`src/rtl/apb_initiator.sv`:
```
// APB4 requester: converts one valid/ready request into a single SETUP/ACCESS transfer
// and reports completion, read data and error on a one-cycle response strobe.
module apb_initiator #(
  parameter int XLEN       = 64,
  parameter int ADDR_WIDTH = 32,
  parameter int TIMEOUT    = 255
) (
  input  logic                  PCLK,
  input  logic                  PRESETn,
  input  logic                  ReqValid,
  output logic                  ReqReady,
  input  logic                  ReqWrite,
  input  logic [ADDR_WIDTH-1:0] ReqAddr,
  input  logic [XLEN-1:0]       ReqWData,
  input  logic [XLEN/8-1:0]     ReqStrb,
  output logic                  RspValid,
  output logic [XLEN-1:0]       RspRData,
  output logic                  RspErr,
  output logic                  PSEL,
  output logic                  PENABLE,
  output logic                  PWRITE,
  output logic [ADDR_WIDTH-1:0] PADDR,
  output logic [XLEN-1:0]       PWDATA,
  output logic [XLEN/8-1:0]     PSTRB,
  input  logic [XLEN-1:0]       PRDATA,
  input  logic                  PREADY,
  input  logic                  PSLVERR
);

  // A zero TIMEOUT still needs a legal one-bit counter, even though it never counts.
  localparam int CW = (TIMEOUT > 0) ? $clog2(TIMEOUT + 1) : 1;
  localparam logic [CW-1:0] WD_LAST = (TIMEOUT > 0) ? CW'(TIMEOUT - 1) : '0;

  typedef enum logic [1:0] {
    IDLE,
    SETUP,
    ACCESS
  } state_t;

  state_t        state;
  logic [CW-1:0] wd_cnt;
  logic          wd_expire;

  assign ReqReady  = (state == IDLE);
  // The wait cycle that would bring the count up to TIMEOUT is the last one allowed.
  assign wd_expire = (TIMEOUT != 0) && (wd_cnt == WD_LAST);

  // NOTE: every register here is a plain flop with a defined reset value; there is no
  // storage array, so nothing is left uninitialised after PRESETn.
  always_ff @(posedge PCLK or negedge PRESETn) begin
    if (!PRESETn) begin
      state    <= IDLE;
      wd_cnt   <= '0;
      PSEL     <= 1'b0;
      PENABLE  <= 1'b0;
      PWRITE   <= 1'b0;
      PADDR    <= '0;
      PWDATA   <= '0;
      PSTRB    <= '0;
      RspValid <= 1'b0;
      RspRData <= '0;
      RspErr   <= 1'b0;
    end else begin
      // NOTE: non-blocking assignments throughout, so the default below is simply
      // overridden by the ACCESS branch without any ordering hazard.
      RspValid <= 1'b0;
      case (state)
        IDLE: begin
          if (ReqValid) begin
            PWRITE <= ReqWrite;
            PADDR  <= ReqAddr;
            PWDATA <= ReqWData;
            PSTRB  <= ReqWrite ? ReqStrb : '0;
            PSEL   <= 1'b1;
            state  <= SETUP;
          end
        end
        SETUP: begin
          PENABLE <= 1'b1;
          wd_cnt  <= '0;
          state   <= ACCESS;
        end
        ACCESS: begin
          if (PREADY) begin
            // Completion takes priority over a watchdog expiring in the same cycle.
            PSEL     <= 1'b0;
            PENABLE  <= 1'b0;
            RspValid <= 1'b1;
            RspErr   <= PSLVERR;
            RspRData <= PWRITE ? '0 : PRDATA;
            state    <= IDLE;
          end else if (wd_expire) begin
            PSEL     <= 1'b0;
            PENABLE  <= 1'b0;
            RspValid <= 1'b1;
            RspErr   <= 1'b1;
            RspRData <= '0;
            state    <= IDLE;
          end else if (TIMEOUT != 0) begin
            wd_cnt <= wd_cnt + 1'b1;
          end
        end
        default: state <= IDLE;
      endcase
    end
  end

endmodule
```
`config.mk`:
```
export PLATFORM = sky130hd
export DESIGN_NAME = apb_initiator
export DESIGN_NICKNAME = d
export VERILOG_FILES = /design/src/rtl/apb_initiator.sv
export SDC_FILE = /design/constraint.sdc
export NUM_CORES = 1
export LEC_CHECK = 0
export BUFFER_PORTS_ARGS = -buffer_cell sky130_fd_sc_hd__buf_2
export CAP_MARGIN = 20
export CORE_AREA = 4 4 131 133
export CTS_BUF_LIST = sky130_fd_sc_hd__clkbuf_4 sky130_fd_sc_hd__clkbuf_8
export CTS_CLUSTER_SIZE = 30
export DETAILED_ROUTE_END_ITERATION = 8
export DIE_AREA = 0 0 135 137
export PLACE_DENSITY = 0.77
export SLEW_MARGIN = 20
export SYNTH_ARGS = -nofsm -noshare
export SYNTH_HDL_FRONTEND = slang
export SYNTH_SLANG_ARGS = --single-unit
```
`constraint.sdc`:
```
create_clock -name PCLK -period 2 [get_ports PCLK]
set_clock_uncertainty 0.15 [all_clocks]
set_input_delay 0.3 -clock PCLK [delete_from_list [all_inputs] [get_ports PCLK]]
set_output_delay 0.3 -clock PCLK [all_outputs]
set_load 0.03 [all_outputs]
```
==> results of run 1 <==
layout make-up:
| class | count | area share [%] |
|---|---|---|
| well taps | 216 | 2.385 |
| clock buffers | 17 | 2.065 |
| flip-flops and latches | 183 | 40.42 |
| repair buffers | 545 | 33.14 |
| clock inverters | 14 | 1.734 |
| inverters | 10 | 0.3313 |
| multi-input cells | 253 | 19.93 |
power breakdown:
| part | internal, mW | total (mW) | switching (mW) |
|---|---|---|---|
| Combinational | 3.30 | 9.16 | 5.85 |
| Clock | 1.37 | 2.71 | 1.34 |
| Sequential | 5.43 | 6.42 | 0.981 |
state kept, by name (all words and copies together), names as in the netlist:
register,cells
PWDATA,64
RspRData,64
PADDR,32
PSTRB,8
wd_cnt,8
state,2
PENABLE,1
PSEL,1
PWRITE,1
RspErr,1
RspValid,1
routing by layer:
layer	vias to the layer above	GRT usage, %
met3	47	7.978
met4	0	10.19
li1	2787	-
met1	2983	27.74
met2	301	44.39
met5	-	0
timing repair:
| action | CTS | global route |
|---|---|---|
| endpoints found under the setup margin | 0 | 1 |
| endpoints found under the hold margin | 235 | 0 |
| hold buffers | 179 | 0 |
| gates resized for setup | 0 | 2 |
metrics by stage:
step | power, mW | instance area, um^2 | hold slack, ps
2_1_floorplan | 12.25 | 7027 | -145.6
3_3_place_gp | 14.95 | 9104 | 117.6
3_5_place_dp | 15.15 | 9104 | 120.0
4_1_cts | 18.19 | 11330 | 12.71
5_1_grt | 19.20 | 11330 | 46.20
6_report | 18.29 | 11330 | 60.70
placed cells by master (no fill, tap or decap), types with 3 or more instances in the layout:
cell type and count:
sky130_fd_sc_hd__bufinv_16 4, sky130_fd_sc_hd__nand3_1 9, sky130_fd_sc_hd__buf_4 13, sky130_fd_sc_hd__nand2_1 29, sky130_fd_sc_hd__dlygate4sd3_1 179, sky130_fd_sc_hd__ha_1 4
sky130_fd_sc_hd__buf_2 345, sky130_fd_sc_hd__buf_12 6, sky130_fd_sc_hd__o211ai_1 4, sky130_fd_sc_hd__clkinv_2 3, sky130_fd_sc_hd__a22o_1 60, sky130_fd_sc_hd__inv_1 9
sky130_fd_sc_hd__inv_6 3, sky130_fd_sc_hd__clkbuf_8 17, sky130_fd_sc_hd__a21oi_1 4, sky130_fd_sc_hd__o21ai_0 17, sky130_fd_sc_hd__dfrtp_1 183, sky130_fd_sc_hd__mux2_2 98
sky130_fd_sc_hd__nand4b_1 4
synth_stat cells, drive strengths merged:
cell type / instances / area share (%)
dfrtp: 183 / 65
mux2: 98 / 16
a22o: 60 / 7.5
nand2: 32 / 1.9
buf: 26 / 2.4
o21ai: 17 / 1.2
nand3: 10 / 0.89
inv: 9 / 0.48
ha: 5 / 0.89
a21oi: 4 / 0.28
nand4b: 4 / 0.50
o211ai: 4 / 0.43
o311ai: 3 / 0.62
nor2: 2 / 0.11
or3: 2 / 0.18
or4b: 2 / 0.28
a21o: 1 / 0.11
and4: 1 / 0.12
clkbuf: 1 / 0.053
clkinv: 1 / 0.053
nand2b: 1 / 0.089
nand4: 1 / 0.30
nor2b: 1 / 0.089
o21ba: 1 / 0.14
o21bai: 1 / 0.27
o22a: 1 / 0.12
o31ai: 1 / 0.11
or4: 1 / 0.11
logic make-up after synthesis:
kind of cell | Yosys count | share of synthesized area (%)
buf+inv | 37 | 2.938
fa+ha+maj | 5 | 0.8903
simple gates | 57 | 4.523
flops | 183 | 65.17
compound gates | 93 | 10.77
mux | 98 | 15.71
worst min-delay path, stage by stage:
cell and delay [ps]:
sky130_fd_sc_hd__buf_2 150, sky130_fd_sc_hd__nand4b_1 90, sky130_fd_sc_hd__o21ai_0 70
path summary, 6_finish.rpt:
check | start | endpoint | slack, ps | cells after the start
setup / recovery | state[0]$_DFFE_PN0P_ | RspRData[2]$_DFFE_PN0P_ | 110 | 6
hold / removal | PREADY | RspRData[61]$_DFFE_PN0P_ | 60 | 3
setup reg to reg | state[0]$_DFFE_PN0P_ | RspRData[2]$_DFFE_PN0P_ | 110 | 6
hold reg to reg | PSTRB[3]$_DFFE_PN0P_ | PSTRB[3]$_DFFE_PN0P_ | 350 | 2
max in group asynchronous | PRESETn | PWDATA[40]$_DFFE_PN0P_ | 830 | 3
min in group asynchronous | PRESETn | PWDATA[33]$_DFFE_PN0P_ | 210 | 2
==> impl_metrics.prom, run 1 <==
# TYPE chip_impl_metric gauge
chip_impl_metric{name="grt_max_degree",unit=""} 64
chip_impl_metric{name="layout_worst_path_cycle_share",unit="%"} 94.58
chip_impl_metric{name="syn-num-nets",unit=""} 652
chip_impl_metric{name="slew_headroom",unit="%"} 68.74
chip_impl_metric{name="design.portCount",unit=""} 348
chip_impl_metric{name="path_clk_slew",unit="ps"} 90
chip_impl_metric{name="cts.repair_timing.setup_buffer_count",unit=""} 0
chip_impl_metric{name="m1WireLength",unit="mm"} 8.450
chip_impl_info{name="run_status",value="finished clean"} 1
chip_impl_metric{name="final-max-slew-violation-count",unit=""} 0
chip_impl_metric{name="first_global_vias",unit=""} 6841
chip_impl_metric{name="drt.antenna.violating_nets",unit=""} 0
chip_impl_metric{name="vias",unit=""} 6118
chip_impl_metric{name="final_core_utilization",unit="%"} 71.59
chip_impl_metric{name="number_of_antenna_violations_at_the_first_check_in_global_routing",unit=""} 0
chip_impl_metric{name="row_count",unit=""} 46
chip_impl_metric{name="dr_wl_met3",unit="mm"} 1.982
chip_impl_metric{name="final.fill_count",unit=""} 988
chip_impl_metric{name="mappedNetlistArea",unit="um^2"} 7027
chip_impl_metric{name="tritoncts_num_sinks",unit=""} 183
chip_impl_metric{name="critical_path.max_stage_delay",unit="ps"} 410
chip_impl_metric{name="wl_per_cell",unit="um"} 18.68
chip_impl_metric{name="multi_input_combinational_cell_area",unit="um^2"} 2258
chip_impl_metric{name="max_clock_freq",unit="GHz"} 0.5287
chip_impl_metric{name="pwr_density_cell",unit="nW/um^2"} 1614
chip_impl_metric{name="max_cap_viol_count",unit=""} 0
chip_impl_info{name="clk_root_buffer_cell",value="sky130_fd_sc_hd__clkbuf_8"} 1
chip_impl_metric{name="syn_inst",unit=""} 473
chip_impl_metric{name="timing.final.hold_violations",unit=""} 0
chip_impl_metric{name="routed_wl_met2",unit="mm"} 12.04
chip_impl_info{name="worst-setup-path-type",value="flip-flop to flip-flop"} 1
chip_impl_metric{name="total_congestion_overflow",unit=""} 0
chip_impl_info{name="worstSetupStartpointType",value="flip-flop"} 1
chip_impl_info{name="rsz0062_at_grt",value="no"} 1
chip_impl_metric{name="final_layout_size_suffix_gt1_share",unit="%"} 49.41
chip_impl_metric{name="yosys_warning_total",unit=""} 0
chip_impl_metric{name="placement.io_buffers",unit=""} 347
chip_impl_metric{name="synth_seq_cells",unit=""} 183
chip_impl_metric{name="finalCriticalPeriod",unit="ps"} 1892
chip_impl_metric{name="buf_inv_on_cp",unit=""} 3
chip_impl_metric{name="cp.required",unit="ps"} 2180
chip_impl_metric{name="chipWidth",unit="um"} 135
chip_impl_metric{name="place_congestion",unit=""} 0.7706
chip_impl_metric{name="drc_errors",unit=""} 0
chip_impl_metric{name="number_of_buffers_created_by_cts",unit=""} 17
chip_impl_metric{name="die_h",unit="um"} 137
chip_impl_info{name="worstSetupEndpointType",value="flip-flop"} 1
chip_impl_info{name="cell_chain_critical_path",value="inv_1 -> ha_1 -> buf_4 -> nand2_4 -> buf_4 -> a22o_1"} 1
chip_impl_metric{name="seqCellArea",unit="um^2"} 4579
chip_impl_info{name="critPathMostFrequentCell",value="sky130_fd_sc_hd__buf_4"} 1
chip_impl_info{name="worst_hold_path_type",value="input pin to flip-flop"} 1
chip_impl_metric{name="dpl.hpwl",unit="mm"} 14.27
chip_impl_metric{name="ant_diodes",unit=""} 0
chip_impl_metric{name="dr.first_iter.drc_count",unit=""} 241
chip_impl_metric{name="yosysUniqueCellTypes",unit=""} 34
chip_impl_metric{name="routed_wl",unit="mm"} 23.13
chip_impl_metric{name="core_area",unit="um^2"} 15830
chip_impl_metric{name="timing_worst_slew_pin_value",unit="ps"} 468.9
chip_impl_info{name="top_delay_family_on_crit_path",value="buffers and inverters"} 1
chip_impl_metric{name="route.detailed.vias_per_inst",unit=""} 4.942
chip_impl_metric{name="initial_utilization",unit="%"} 44.40
chip_impl_metric{name="grt_pass1_wl",unit="mm"} 35.70
chip_impl_metric{name="gr-usage-all-layers",unit="%"} 24.94
chip_impl_metric{name="worstSkewPairLatency",unit="ps"} 450
chip_impl_info{name="top_layer",value="met4"} 1
chip_impl_info{name="tritoncts_clock_tree",value="built"} 1
chip_impl_metric{name="setup_tns",unit="ps"} 0
chip_impl_metric{name="clock_tree.buffer_depth",unit=""} 2
chip_impl_metric{name="setup_viol",unit=""} 0
chip_impl_metric{name="postSynthAreaPerCell",unit="um^2"} 14.86
chip_impl_metric{name="peakVddDrop",unit="V"} 0.001054
chip_impl_metric{name="worst-endpoint-arrival",unit="ps"} 2080
chip_impl_metric{name="total_nets_final",unit=""} 1189
chip_impl_info{name="timing.critical_path.slowest_stage_cell",value="sky130_fd_sc_hd__dfrtp_1"} 1
chip_impl_metric{name="ys_seq_area_share",unit="%"} 65.17
chip_impl_metric{name="placed_cells",unit=""} 1028
chip_impl_metric{name="design.die.area",unit="um^2"} 18500
chip_impl_metric{name="cts-htree-levels",unit=""} 4
chip_impl_metric{name="critical_path_peak_fanout",unit=""} 32
chip_impl_metric{name="layout-area-overhead-vs-synth",unit="%"} 61.25
chip_impl_metric{name="final_setup_margin",unit="ps"} 108.5
chip_impl_metric{name="drt_pre_antenna_iters",unit=""} 5
chip_impl_metric{name="final-instance-count-excl-fill",unit=""} 1238
chip_impl_metric{name="pre_cts_ws",unit="ps"} 147.6
chip_impl_metric{name="p_leak",unit="nW"} 5.630
Power figures use the tool's default switching activity.
==> inputs of run 2 (changes only) <==
CORE_AREA = 4 4 134 136   (was 4 4 131 133)
DIE_AREA = 0 0 138 140   (was 0 0 135 137)
PLACE_DENSITY = 0.74   (was 0.77)
clock period = 2.4 ns   (was 2 ns; I/O delays follow)
==> run 2 against run 1 <==
  * Global-route usage shrank 2.4 points
  * Register-to-register slack better by 250 ps
  * Via count decreased by 3.4%
  * Non-clock buffer count fell by 24
  * Utilization down 5.8 points
  * Sequential power is 17% lower
  * Combinational power decreased by 18%
  * Clock power is 22% lower
  * Wire length fell by 7.3%
  * Highest routed layer unchanged
==> impl_metrics.prom, run 2 (same netlist as run 1, synthesis figures left out) <==
# TYPE chip_impl_metric gauge
chip_impl_metric{name="timing.final.hold_violations",unit=""} 0
chip_impl_metric{name="wl_per_cell",unit="um"} 17.53
chip_impl_metric{name="total_nets_final",unit=""} 1165
chip_impl_metric{name="max_clock_freq",unit="GHz"} 0.4898
chip_impl_info{name="tritoncts_clock_tree",value="built"} 1
chip_impl_metric{name="chipWidth",unit="um"} 138
chip_impl_metric{name="pre_cts_ws",unit="ps"} 412.6
chip_impl_metric{name="final-instance-count-excl-fill",unit=""} 1223
chip_impl_metric{name="setup_viol",unit=""} 0
chip_impl_metric{name="worstSkewPairLatency",unit="ps"} 450
chip_impl_metric{name="grt_pass1_wl",unit="mm"} 35.01
chip_impl_metric{name="clock_tree.buffer_depth",unit=""} 2
chip_impl_metric{name="cts.repair_timing.setup_buffer_count",unit=""} 0
chip_impl_metric{name="peakVddDrop",unit="V"} 0.0008235
chip_impl_info{name="clk_root_buffer_cell",value="sky130_fd_sc_hd__clkbuf_8"} 1
chip_impl_metric{name="path_clk_slew",unit="ps"} 100
chip_impl_metric{name="tritoncts_num_sinks",unit=""} 183
chip_impl_metric{name="slew_headroom",unit="%"} 64.77
chip_impl_metric{name="pwr_density_cell",unit="nW/um^2"} 1340
chip_impl_metric{name="worst-endpoint-arrival",unit="ps"} 2230
chip_impl_metric{name="min_delay_path_depth",unit=""} 3
chip_impl_metric{name="ff2ff_path_depth",unit=""} 7
chip_impl_metric{name="placement.io_buffers",unit=""} 347
chip_impl_metric{name="grt_max_degree",unit=""} 61
chip_impl_metric{name="final_core_utilization",unit="%"} 65.74
chip_impl_metric{name="final_layout_size_suffix_gt1_share",unit="%"} 49.70
chip_impl_metric{name="setup_tns",unit="ps"} 0
chip_impl_metric{name="final_setup_margin",unit="ps"} 358.5
chip_impl_metric{name="final-max-slew-violation-count",unit=""} 0
chip_impl_metric{name="timing_worst_slew_pin_value",unit="ps"} 528.4
chip_impl_metric{name="drt_pre_antenna_iters",unit=""} 4
chip_impl_metric{name="placed_area",unit="um^2"} 9105
chip_impl_metric{name="ant_diodes",unit=""} 0
chip_impl_metric{name="max_cap_viol_count",unit=""} 0
chip_impl_metric{name="cts_resized",unit=""} 0
chip_impl_metric{name="dr.first_iter.drc_count",unit=""} 201
chip_impl_metric{name="final_hold_slack",unit="ps"} 18.15
chip_impl_metric{name="routed_wl",unit="mm"} 21.44
chip_impl_metric{name="cts-htree-levels",unit=""} 4
chip_impl_info{name="worstSetupEndpointType",value="flip-flop"} 1
chip_impl_metric{name="final.fill_count",unit=""} 1233
chip_impl_metric{name="route.detailed.vias_per_inst",unit=""} 4.834
chip_impl_metric{name="multi_input_combinational_cell_area",unit="um^2"} 2256
chip_impl_info{name="worstSetupStartpointType",value="flip-flop"} 1
chip_impl_info{name="layout.cells.most_common_list",value="sky130_fd_sc_hd__buf_2 (346), sky130_fd_sc_hd__dfrtp_1 (183), sky130_fd_sc_hd__dlygate4sd3_1 (163)"} 1
chip_impl_metric{name="critical_path_peak_fanout",unit=""} 48
chip_impl_metric{name="p_leak",unit="nW"} 5.539
chip_impl_metric{name="core_area",unit="um^2"} 16940
chip_impl_metric{name="drc_errors",unit=""} 0
chip_impl_metric{name="gr-usage-all-layers",unit="%"} 22.50
chip_impl_metric{name="placed_cells",unit=""} 1029
chip_impl_metric{name="seqCellArea",unit="um^2"} 4579
chip_impl_metric{name="place_congestion",unit=""} 0.7755
chip_impl_metric{name="number_of_antenna_violations_at_the_first_check_in_global_routing",unit=""} 0
chip_impl_metric{name="number_of_buffers_created_by_cts",unit=""} 17
chip_impl_info{name="layout.cells.most_common",value="sky130_fd_sc_hd__buf_2"} 1
chip_impl_metric{name="first_global_vias",unit=""} 6573
chip_impl_metric{name="final_cell_area",unit="um^2"} 11130
chip_impl_metric{name="design.die.area",unit="um^2"} 19320
chip_impl_metric{name="total_congestion_overflow",unit=""} 0
chip_impl_metric{name="cts_hold_repair.buffers",unit=""} 162
chip_impl_info{name="run_status",value="finished clean"} 1
chip_impl_metric{name="die_h",unit="um"} 140
chip_impl_metric{name="row_count",unit=""} 48
chip_impl_metric{name="design_power_total",unit="mW"} 14.92
chip_impl_metric{name="finalCriticalPeriod",unit="ps"} 2041
chip_impl_metric{name="initial_utilization",unit="%"} 41.49
chip_impl_metric{name="dpl.hpwl",unit="mm"} 13.55
chip_impl_metric{name="vias",unit=""} 5912
chip_impl_info{name="worst_hold_path_type",value="input pin to flip-flop"} 1
chip_impl_metric{name="layout-area-overhead-vs-synth",unit="%"} 58.46
chip_impl_metric{name="drt.antenna.violating_nets",unit=""} 0
chip_impl_info{name="worst-setup-path-type",value="flip-flop to flip-flop"} 1
chip_impl_info{name="rsz0062_at_grt",value="no"} 1
chip_impl_metric{name="design.portCount",unit=""} 348
chip_impl_metric{name="layout_worst_path_cycle_share",unit="%"} 85.06
chip_impl_info{name="reg_top3",value="PWDATA (64), RspRData (64), PADDR (32)"} 1
chip_impl_metric{name="cp.required",unit="ps"} 2590
run 2: cell count changes in the layout (fill, tap and decap cells not counted), sizes merged:
cell         delta
bufinv          -2
clkinv          -1
buf             -7
clkbuf          +1
dlygate4sd3    -16
clkinvlp        +1
run 2: layer usage:
layer / vias up / global-route usage [%] / part of all wire [%] / wire length (um)
li1: 2734 / - / - / -
met1: 2864 / 25.62 / 37 / 7997
met2: 262 / 38.69 / 51 / 10990
met3: 52 / 7.989 / 8.0 / 1723
met4: 0 / 9.308 / 3.4 / 727
met5: - / 0 / 0 / 0
run 2: final timing paths:
kind	start	end	slack, ps
setup / recovery	wd_cnt[0]$_DFFE_PN0P_	RspRData[54]$_DFFE_PN0P_	360
hold / removal	ReqStrb[0]	PSTRB[0]$_DFFE_PN0P_	20
setup reg to reg	wd_cnt[0]$_DFFE_PN0P_	RspRData[54]$_DFFE_PN0P_	360
hold reg to reg	PSTRB[4]$_DFFE_PN0P_	PSTRB[4]$_DFFE_PN0P_	330
max in group asynchronous	PRESETn	RspRData[9]$_DFFE_PN0P_	1180
min in group asynchronous	PRESETn	PWDATA[20]$_DFFE_PN0P_	290
run 2: report_power, final:
group	internal (mW)	switching, mW	total (mW)	leakage, nW
Sequential	4.53	0.783	5.31	2.26
Clock	0.977	1.14	2.12	0.195
Combinational	2.71	4.78	7.49	3.08
run 2: area by class of cell:
cell class | instances | area share (%)
Clock buffer | 19 | 2.292
Clock inverter | 12 | 1.281
Inverter | 10 | 0.3371
Multi-Input combinational cell | 253 | 20.26
Sequential cell | 183 | 41.13
Tap cell | 225 | 2.528
Timing Repair Buffer | 521 | 32.17
run 2: critical path, stage by stage (launching register included):
cell and delay, ps:
sky130_fd_sc_hd__dfrtp_1 450, sky130_fd_sc_hd__inv_1 80, sky130_fd_sc_hd__ha_1 200, sky130_fd_sc_hd__nand4_4 160, sky130_fd_sc_hd__o21bai_4 200, sky130_fd_sc_hd__nand2_4 160, sky130_fd_sc_hd__buf_12 240, sky130_fd_sc_hd__a22o_1 270
